File: config.mk
export PLATFORM = sky130hd
export DESIGN_NAME = seg7_scan_ctrl
export DESIGN_NICKNAME = d
export VERILOG_FILES = /design/src/rtl/seg7_pkg.sv /design/src/rtl/seg7_hex_decode.sv /design/src/rtl/seg7_scan_ctrl.sv
export SDC_FILE = /design/constraint.sdc
export NUM_CORES = 1
export LEC_CHECK = 0
export CAP_MARGIN = 20
export CORE_MARGIN = 2
export CORE_UTILIZATION = 56
export DETAILED_ROUTE_END_ITERATION = 10
export PLACE_DENSITY = 0.81
export SETUP_SLACK_MARGIN = 0.1
export SLEW_MARGIN = 30
export SYNTH_ARGS = -nofsm -noshare
export SYNTH_HDL_FRONTEND = slang
export SYNTH_SLANG_ARGS = --single-unit
File: constraint.sdc
create_clock -name clk -period 4.5 [get_ports clk]
set_input_delay 0.9 -clock clk [delete_from_list [all_inputs] [get_ports clk]]
set_output_delay 0.9 -clock clk [all_outputs]
set_load 0.01 [all_outputs]
File: src/rtl/seg7_pkg.sv
// Shared constants for the 8-digit common-anode seven-segment display path.
// Segment codes are active-low {dp,g,f,e,d,c,b,a} with the decimal point off.
package seg7_pkg;

  localparam int NDIG = 8;

  localparam logic [7:0] SEG_BLANK = 8'hFF;
  localparam logic [7:0] AN_OFF    = 8'hFF;

  localparam logic [7:0] SEG_HEX_0 = 8'hC0;
  localparam logic [7:0] SEG_HEX_1 = 8'hF9;
  localparam logic [7:0] SEG_HEX_2 = 8'hA4;
  localparam logic [7:0] SEG_HEX_3 = 8'hB0;
  localparam logic [7:0] SEG_HEX_4 = 8'h99;
  localparam logic [7:0] SEG_HEX_5 = 8'h92;
  localparam logic [7:0] SEG_HEX_6 = 8'h82;
  localparam logic [7:0] SEG_HEX_7 = 8'hF8;
  localparam logic [7:0] SEG_HEX_8 = 8'h80;
  localparam logic [7:0] SEG_HEX_9 = 8'h90;
  localparam logic [7:0] SEG_HEX_A = 8'h88;
  localparam logic [7:0] SEG_HEX_B = 8'h83;
  localparam logic [7:0] SEG_HEX_C = 8'hC6;
  localparam logic [7:0] SEG_HEX_D = 8'hA1;
  localparam logic [7:0] SEG_HEX_E = 8'h86;
  localparam logic [7:0] SEG_HEX_F = 8'h8E;

endpackage

File: src/rtl/seg7_hex_decode.sv
// Combinational hex nibble to active-low seven-segment pattern.
// Kept standalone so other debug displays can reuse it.
module seg7_hex_decode
  import seg7_pkg::*;
(
  input  logic [3:0] nib_i,
  output logic [7:0] seg_o
);

  always_comb begin
    seg_o = SEG_BLANK;
    unique case (nib_i)
      4'h0: seg_o = SEG_HEX_0;
      4'h1: seg_o = SEG_HEX_1;
      4'h2: seg_o = SEG_HEX_2;
      4'h3: seg_o = SEG_HEX_3;
      4'h4: seg_o = SEG_HEX_4;
      4'h5: seg_o = SEG_HEX_5;
      4'h6: seg_o = SEG_HEX_6;
      4'h7: seg_o = SEG_HEX_7;
      4'h8: seg_o = SEG_HEX_8;
      4'h9: seg_o = SEG_HEX_9;
      4'hA: seg_o = SEG_HEX_A;
      4'hB: seg_o = SEG_HEX_B;
      4'hC: seg_o = SEG_HEX_C;
      4'hD: seg_o = SEG_HEX_D;
      4'hE: seg_o = SEG_HEX_E;
      4'hF: seg_o = SEG_HEX_F;
      default: seg_o = SEG_BLANK;
    endcase
  end

endmodule

File: src/rtl/seg7_scan_ctrl.sv
// Captures the CPU seg7 word and scans it as 8 hex digits, swapping in new
// data only at frame boundaries so a write never tears a displayed frame.
module seg7_scan_ctrl
  import seg7_pkg::*;
#(
  parameter int SCAN_DIV = 100000,
  parameter int CNT_W    = 17
) (
  input  logic        clk,
  input  logic        rstn,
  input  logic        seg7_we,
  input  logic [31:0] cpuseg7_data,
  input  logic        lz_blank,
  output logic [7:0]  disp_an_o,
  output logic [7:0]  disp_seg_o,
  output logic [31:0] disp_data_o
);

  localparam logic [CNT_W-1:0] CNT_LAST = CNT_W'(SCAN_DIV - 1);

  logic [CNT_W-1:0] scan_cnt_q, scan_cnt_d;
  logic [2:0]       idx_q, idx_d;
  logic             live_q, live_d;
  logic [31:0]      pend_r_q, pend_r_d;
  logic             pend_v_q, pend_v_d;
  logic [31:0]      disp_r_q, disp_r_d;
  logic [7:0]       an_q, an_d;
  logic [7:0]       seg_q, seg_d;

  logic             tick;
  logic             fb;
  logic [4:0]       bit_base;
  logic [3:0]       nib;
  logic [7:0]       nib_seg;
  logic             blank;

  seg7_hex_decode u_hex_decode (
    .nib_i (nib),
    .seg_o (nib_seg)
  );

  always_comb begin
    tick       = (scan_cnt_q == CNT_LAST);
    fb         = tick && live_q && (idx_q == 3'd7);
    scan_cnt_d = tick ? '0 : scan_cnt_q + 1'b1;

    // The first tick after reset lights digit 0 in place; later ticks advance.
    live_d = live_q | tick;
    idx_d  = idx_q;
    if (tick && live_q) idx_d = idx_q + 3'd1;

    pend_r_d = pend_r_q;
    pend_v_d = pend_v_q;
    disp_r_d = disp_r_q;
    if (fb) begin
      if (seg7_we)       disp_r_d = cpuseg7_data;
      else if (pend_v_q) disp_r_d = pend_r_q;
      pend_v_d = 1'b0;
    end else if (seg7_we) begin
      pend_r_d = cpuseg7_data;
      pend_v_d = 1'b1;
    end

    // Digit content comes from the post-edge register so a frame swap shows on digit 0.
    bit_base = {idx_d, 2'b00};
    nib      = disp_r_d[bit_base +: 4];
    blank    = lz_blank && (idx_d != 3'd0) && ((disp_r_d >> bit_base) == 32'd0);

    an_d  = an_q;
    seg_d = seg_q;
    if (tick) begin
      an_d  = blank ? AN_OFF    : ~(8'b1 << idx_d);
      seg_d = blank ? SEG_BLANK : nib_seg;
    end
  end

  always_ff @(posedge clk or negedge rstn) begin
    if (!rstn) begin
      scan_cnt_q <= '0;
      idx_q      <= 3'd0;
      live_q     <= 1'b0;
      pend_r_q   <= 32'd0;
      pend_v_q   <= 1'b0;
      disp_r_q   <= 32'd0;
      an_q       <= AN_OFF;
      seg_q      <= SEG_BLANK;
    end else begin
      scan_cnt_q <= scan_cnt_d;
      idx_q      <= idx_d;
      live_q     <= live_d;
      pend_r_q   <= pend_r_d;
      pend_v_q   <= pend_v_d;
      disp_r_q   <= disp_r_d;
      an_q       <= an_d;
      seg_q      <= seg_d;
    end
  end

  assign disp_an_o   = an_q;
  assign disp_seg_o  = seg_q;
  assign disp_data_o = disp_r_q;

endmodule

==> impl_metrics.json, run 1 <==
{
  "area_delta_synth_final_pct": 19.9,
  "hold_viol": 0,
  "p_per_area_nw_per_um2": 244,
  "setup_viol": 0,
  "wl_per_cell_um": 22.7,
  "grt_pass1_wl_um": 34100,
  "synth_cells": 731,
  "critical_path_buf_inv_count": 1,
  "clock_sinks": 101,
  "antenna_left": 0,
  "clk_pin_slew_ps": 70,
  "fin_crit_sh_pct": 92.1,
  "cts_tree": "built",
  "synth_nets": 776,
  "grt_max_degree": 82,
  "viasPerCell": 6.59,
  "path_cells": "or4b_4, nor4_4, buf_4, nand2_4, a22o_1, nor2_2, o22ai_1, a211oi_1, a32o_1, ha_1, and4_4, nand4_4, a31oi_1",
  "status": "completed",
  "endpoint_kind": "register",
  "cp_slowest_cell": "or4b_4",
  "ys_async_sr_fraction_pct": 100,
  "slew_violations": 0,
  "drv_cap": 0,
  "slowest_delay_ps": 570,
  "drt-pass1-iter-count": 5,
  "hold_path_class": "register to register",
  "relSlewSlack_pct": 48.9,
  "vias": 6298,
  "synth_ff_type": "dfrtp_1",
  "yosysTopAreaCell": "dfrtp_1",
  "antenna_found_initial": 0,
  "arrival_ps": 4430,
  "die_area_sq_um": 12500,
  "syn_area_per_cell_sq_um": 8.93,
  "fin_crit_ps": 4150,
  "total_power_mw": 1.91,
  "core_sq_um": 11400,
  "netlist.area_leader.share_pct": 33.0,
  "cts_buffer_depth": 2,
  "yosys_register_bits": 101,
  "cp_max_fo": 14,
  "ir_drop_v": 0.000271,
  "port_buffers": 82,
  "dp_hpwl_um": 16300,
  "criticalPathCategory": "register to register",
  "totalNegativeSetupSlack_ps": 0,
  "wirelength_um": 21700,
  "final_cells": 956,
  "die_width_um": 112,
  "ys_seq_area_share_pct": 39.0,
  "worstSetupStartpointType": "register",
  "grt_pass1_vias": 6166,
  "antennaDiodeCount": 0,
  "start_util_pct": 57.2,
  "path_delay_family": "simple AND/OR/NAND/NOR gates",
  "post-place-cells": 941,
  "nNetsFinal": 854,
  "cts_inserted_buffers": 9,
  "ys_types": 80,
  "grt_overflow": 0,
  "htree_levels": 3,
  "utilization_pct": 68.5,
  "rsz0062_at_grt": "no",
  "globalplace.congestion": 0.969,
  "synth_area_sq_um": 6530,
  "cts_hold_repair.buffers": 0,
  "clock.fmax_mhz": 241,
  "num_rows": 39,
  "grt_use_total_pct": 34.8,
  "p_leak_nw": 3.39,
  "layout-drive-gt1-share_pct": 16.6,
  "synth-edff-count": 0,
  "synthTopCellsByArea": "dfrtp_1, mux2_2, dfstp_2",
  "route.detailed.drc": 0,
  "fin_skew_ps": 10.4,
  "worst_pin_slew_ps": 767,
  "required_ps": 4780,
  "yosys_warnings": 0,
  "initialDrtViolationCount": 780,
  "clockRootBuffer": "clkbuf_16",
  "io_pins": 84,
  "fp.dieH_um": 112,
  "worstSkewPairLatency_ps": 360
}
## layout by cell type, fill, tap and decap left out, types with 5 or more instances in the layout
cell and instances:
a32oi_1 6, nand2_1 80, xnor2_1 7, o211ai_1 7, inv_1 30, mux2i_1 18, mux2_2 36, and2_1 6
xor2_1 6, mux4_2 5, and3_1 7, nand3_1 28, nor2_1 71, a22oi_1 8, clkdlybuf4s50_1 81, o22a_1 7
o21ai_0 46, a31oi_1 15, a21oi_1 53, dfrtp_1 86, dfstp_2 15, o31ai_1 5, a211oi_1 8, nor3_1 17
ha_1 9, nand4_1 8, o22ai_1 11, clkbuf_16 9, buf_4 34
## synthesized netlist by cell type (all sizes together), types with 3 or more instances
cell	number
a21oi	53
mux2i	18
or3	4
a211oi	8
nand4	9
nand3	29
a22oi	9
mux2	36
and4bb	3
o22a	7
buf	27
mux4	5
o31ai	5
nor3	17
o22ai	11
nor2b	4
o211ai	7
clkbuf	22
dfrtp	86
nor4b	5
ha	9
nand2	86
and4	5
and3	7
nor2	73
xnor2	8
a31oi	15
inv	33
and2	11
xor2	6
a32o	3
dfstp	15
a21o	4
o21ai	48
a32oi	6
## metrics by stage
step / hold WS (ps) / worst slack, ps / area [sq um]
global route: 502 / 102 / 7820
floorplan: 448 / 862 / 6530
global placement: 445 / 321 / 7520
CTS: 475 / 390 / 7820
finish: 471 / 354 / 7820
detailed placement: 467 / 288 / 7520
## state kept, by name, indices dropped and copies added, names as in the netlist
register     cells
live_q           1
disp_an_o        8
disp_data_o     32
idx_q            3
pend_r_q        32
scan_cnt_q      17
disp_seg_o       7
pend_v_q         1
## tightest hold or removal path: cells and delay by family, from the launching register on
kind          cells  cell delay, ps
simple gates      2             100
flops             1             380
## cell families after synthesis
kind of cell,after synthesis,synth area share (%)
simple gates,266,21.0
compound gates,198,19.3
flops,101,39.0
buf+inv,83,6.02
mux,59,10.7
xor+xnor,14,2.17
fa+ha+maj,9,1.73
other cells,1,0.0574
## metal layers
layer  vias up  track usage (%)  part of all wire, %
met5         -                0                    0
li1       2797                -                    -
met2       359             55.6                   47
met4         0             13.7                  3.7
met1      3080             47.5                   43
met3        62             6.42                  7.0
## power by group
group          total [mW]  leakage [nW]  internal, mW  switching, mW
Combinational       0.146          2.02        0.0732         0.0729
Sequential          0.956          1.22         0.937         0.0189
Clock               0.804         0.144         0.449          0.355
Total                1.91          3.39          1.46          0.447
## layout make-up
type	instances	area, sq um
Tap cell	143	179
Clock inverter	4	57.6
Inverter	34	130
Multi-Input combinational cell	547	3590
Sequential cell	101	2550
Timing Repair Buffer	116	1080
Fill cell	935	3590
Clock buffer	11	243
## worst paths after layout
path | depth (start not counted) | endpoint | slack [ps] | start
worst min-delay path | 2 | disp_an_o[0]$_DFFE_PN1N_ | 470 | disp_an_o[0]$_DFFE_PN1N_
max in group asynchronous | 2 | disp_an_o[4]$_DFFE_PN1N_ | 3070 | rstn
worst min register to register | 2 | disp_an_o[0]$_DFFE_PN1N_ | 470 | disp_an_o[0]$_DFFE_PN1N_
worst max-delay path | 13 | disp_seg_o[3]$_DFFE_PN1N_ | 350 | scan_cnt_q[5]$_DFF_PN0_
min in group asynchronous | 1 | scan_cnt_q[13]$_DFF_PN0_ | 580 | rstn
worst max register to register | 13 | disp_seg_o[3]$_DFFE_PN1N_ | 350 | scan_cnt_q[5]$_DFF_PN0_
## what timing repair did
action	in CTS	in global routing
endpoints found under the setup margin	0	8
endpoints found under the hold margin	0	0
resized for setup	0	3
setup buffers	0	0
No activity file was read; power rests on OpenSTA's default activity.
==> inputs of run 2 (changes only) <==
--- a/config.mk
+++ b/config.mk
@@ -8,6 +8,7 @@
 export CAP_MARGIN = 20
 export CORE_MARGIN = 2
 export CORE_UTILIZATION = 56
+export CTS_CLUSTER_SIZE = 12
 export DETAILED_ROUTE_END_ITERATION = 10
 export PLACE_DENSITY = 0.81
 export SETUP_SLACK_MARGIN = 0.1
==> results of run 2 <==
No change in the layout: final DEF, timing and power equal those of run 1.
==> inputs of run 3 (changes only) <==
--- a/config.mk
+++ b/config.mk
@@ -10,7 +10,7 @@
 export CORE_UTILIZATION = 56
 export CTS_CLUSTER_SIZE = 12
 export DETAILED_ROUTE_END_ITERATION = 10
-export PLACE_DENSITY = 0.81
+export PLACE_DENSITY = 0.92
 export SETUP_SLACK_MARGIN = 0.1
 export SLEW_MARGIN = 30
 export SYNTH_ARGS = -nofsm -noshare
==> run 3 against run 2 <==
Effect of this change:
- die area stayed put
- wire length decreased by 7.1%
- worst setup slack better by 95 ps
- register-to-register slack improved by 90 ps
- sequential power about the same
- utilization down 0.23 points
- cell count shrank 0.31%
- sequential share of layout area grew 0.11 points
- maximum frequency grew 2.3%
- critical path depth grew 1
- critical path type unchanged
- highest routed layer unchanged
==> impl_metrics.json, run 3 (synthesis results as in run 1) <==
{
  "status": "completed",
  "fin_crit_ps": 4050,
  "hold_path_class": "input port to async pin",
  "num_rows": 39,
  "grt_pass1_wl_um": 32400,
  "dp_hpwl_um": 14900,
  "path_cells": "ha_1, ha_1, and2_0, nand2_4, a22o_1, nor2_2, o22ai_1, a211oi_1, a32o_1, ha_1, nor2_1, nor2_1, mux2i_1, a31oi_1",
  "pwr-share-clk_pct": 42.6,
  "layout-drive-gt1-share_pct": 16.2,
  "worst_pin_slew_ps": 741,
  "grt_pass1_vias": 6092,
  "switching_share_pct": 24.3,
  "utilization_pct": 68.3,
  "io_pins": 84,
  "grt_use_total_pct": 32.7,
  "antenna_found_initial": 0,
  "clock_sinks": 101,
  "cts_inserted_buffers": 9,
  "postCtsSetupRepairBufs": 0,
  "area_delta_synth_final_pct": 19.5,
  "r2r_slack_ps": 450,
  "wl_per_cell_um": 21.1,
  "wirelength_um": 20100,
  "cts_buffer_depth": 2,
  "p_switching_mw": 0.465,
  "arrival_ps": 4320,
  "p_per_area_nw_per_um2": 245,
  "p_leak_nw": 3.36,
  "die_width_um": 112,
  "reg2regPathDepth": 14,
  "criticalPathCategory": "register to register",
  "power_frac_comb_pct": 7.4,
  "final_cell_mix": "dfrtp_1, clkdlybuf4s50_1, nand2_1",
  "fin_skew_ps": 11.2,
  "cp_slowest_cell": "and2_0",
  "grt_overflow": 0,
  "vias": 6258,
  "cts_hold_repair.buffers": 0,
  "grt_max_degree": 57,
  "total_power_mw": 1.91,
  "p_int_mw": 1.45,
  "slowest_delay_ps": 530,
  "initialDrtViolationCount": 791,
  "setup_viol": 0,
  "die_area_sq_um": 12500,
  "drv_cap": 0,
  "fin_crit_sh_pct": 90.0,
  "start_util_pct": 57.2,
  "power_frac_seq_pct": 50.0,
  "route.detailed.drc": 0,
  "totalNegativeSetupSlack_ps": 0,
  "layout_commonest_cell": "dfrtp_1",
  "antennaDiodeCount": 0,
  "clockRootBuffer": "clkbuf_16",
  "globalplace.congestion": 1.04,
  "antenna_left": 0,
  "required_ps": 4770,
  "worstSetupStartpointType": "register",
  "cp_max_fo": 14,
  "drt-pass1-iter-count": 6,
  "cts_tree": "built",
  "core_sq_um": 11400,
  "endpoint_kind": "register",
  "rsz0062_at_grt": "no",
  "post_cts_resized": 0,
  "viasPerCell": 6.57,
  "rr_endpoint": "disp_seg_o[1]$_DFFE_PN1N_",
  "hold_viol": 0,
  "fp.dieH_um": 112,
  "crit_top_cell": "ha_1",
  "slew_violations": 0,
  "worstSetupStartpoint": "idx_q[1]$_DFF_PN0_",
  "htree_levels": 3,
  "worstSkewPairLatency_ps": 370,
  "nNetsFinal": 850,
  "r2r-start": "idx_q[1]$_DFF_PN0_",
  "clk_pin_slew_ps": 70,
  "clock.fmax_mhz": 247,
  "port_buffers": 82,
  "ir_drop_v": 0.000279,
  "relSlewSlack_pct": 50.6
}
[run 3: cell count changes in the layout (fill, tap and decap cells not counted), sizes merged]
| cell | change |
|---|---|
| clkbuf | -2 |
| clkinvlp | +3 |
| buf | -4 |
[run 3: how the worst max path moves through the flow]
stage	cells past startpoint	slack, ps	endpoint
3_3_place_gp	12	450	disp_an_o[6]$_DFFE_PN1N_
6_report	14	450	disp_seg_o[1]$_DFFE_PN1N_
3_5_place_dp	12	370	disp_an_o[6]$_DFFE_PN1N_
4_1_cts	14	480	disp_seg_o[0]$_DFFE_PN1N_
5_1_grt	14	150	disp_seg_o[0]$_DFFE_PN1N_
2_1_floorplan	14	860	disp_an_o[5]$_DFFE_PN1N_
[run 3: area by class of cell]
cell class	instances	area (sq um)
clock buffers	9	225
well taps	143	179
fillers	891	3620
clock inverters	7	85.1
repair buffers	112	1040
multi-input cells	547	3590
flip-flops and latches	101	2550
inverters	34	130
[run 3: metrics by stage]
stage               hold slack (ps)  setup slack (ps)  cell area (sq um)  std cells
finish                          306               448               7800        953
global route                    301               149               7800        953
CTS                             303               484               7800        953
detailed placement              454               366               7490        937
global placement                445               446               7490        937
floorplan                       448               862               6530        731
[run 3: power groups by stage]
| stage | Sequential [mW] | Combinational (mW) | Clock, mW |
|---|---|---|---|
| 2_1_floorplan | 0.965 | 0.0671 | 0 |
| 4_1_cts | 0.954 | 0.140 | 0.817 |
| 3_5_place_dp | 0.971 | 0.140 | 0 |
| 6_report | 0.955 | 0.141 | 0.814 |
| 3_3_place_gp | 0.969 | 0.135 | 0 |
| 5_1_grt | 0.958 | 0.153 | 0.857 |
[run 3: routing by layer]
metal	wire length (um)	vias to the layer above	global-route usage [%]
li1	-	2790	-
met1	7790	3013	43.2
met2	9590	382	53.0
met3	1950	73	5.82
met4	808	0	14.4
met5	0	-	0
[run 3: worst max-delay path, delay by kind of cell, from the launching register on]
kind	cells	cell delay (ps)
simple gates	5	1260
compound gates	5	1150
fa+ha+maj	3	820
flops	1	500
mux	1	240
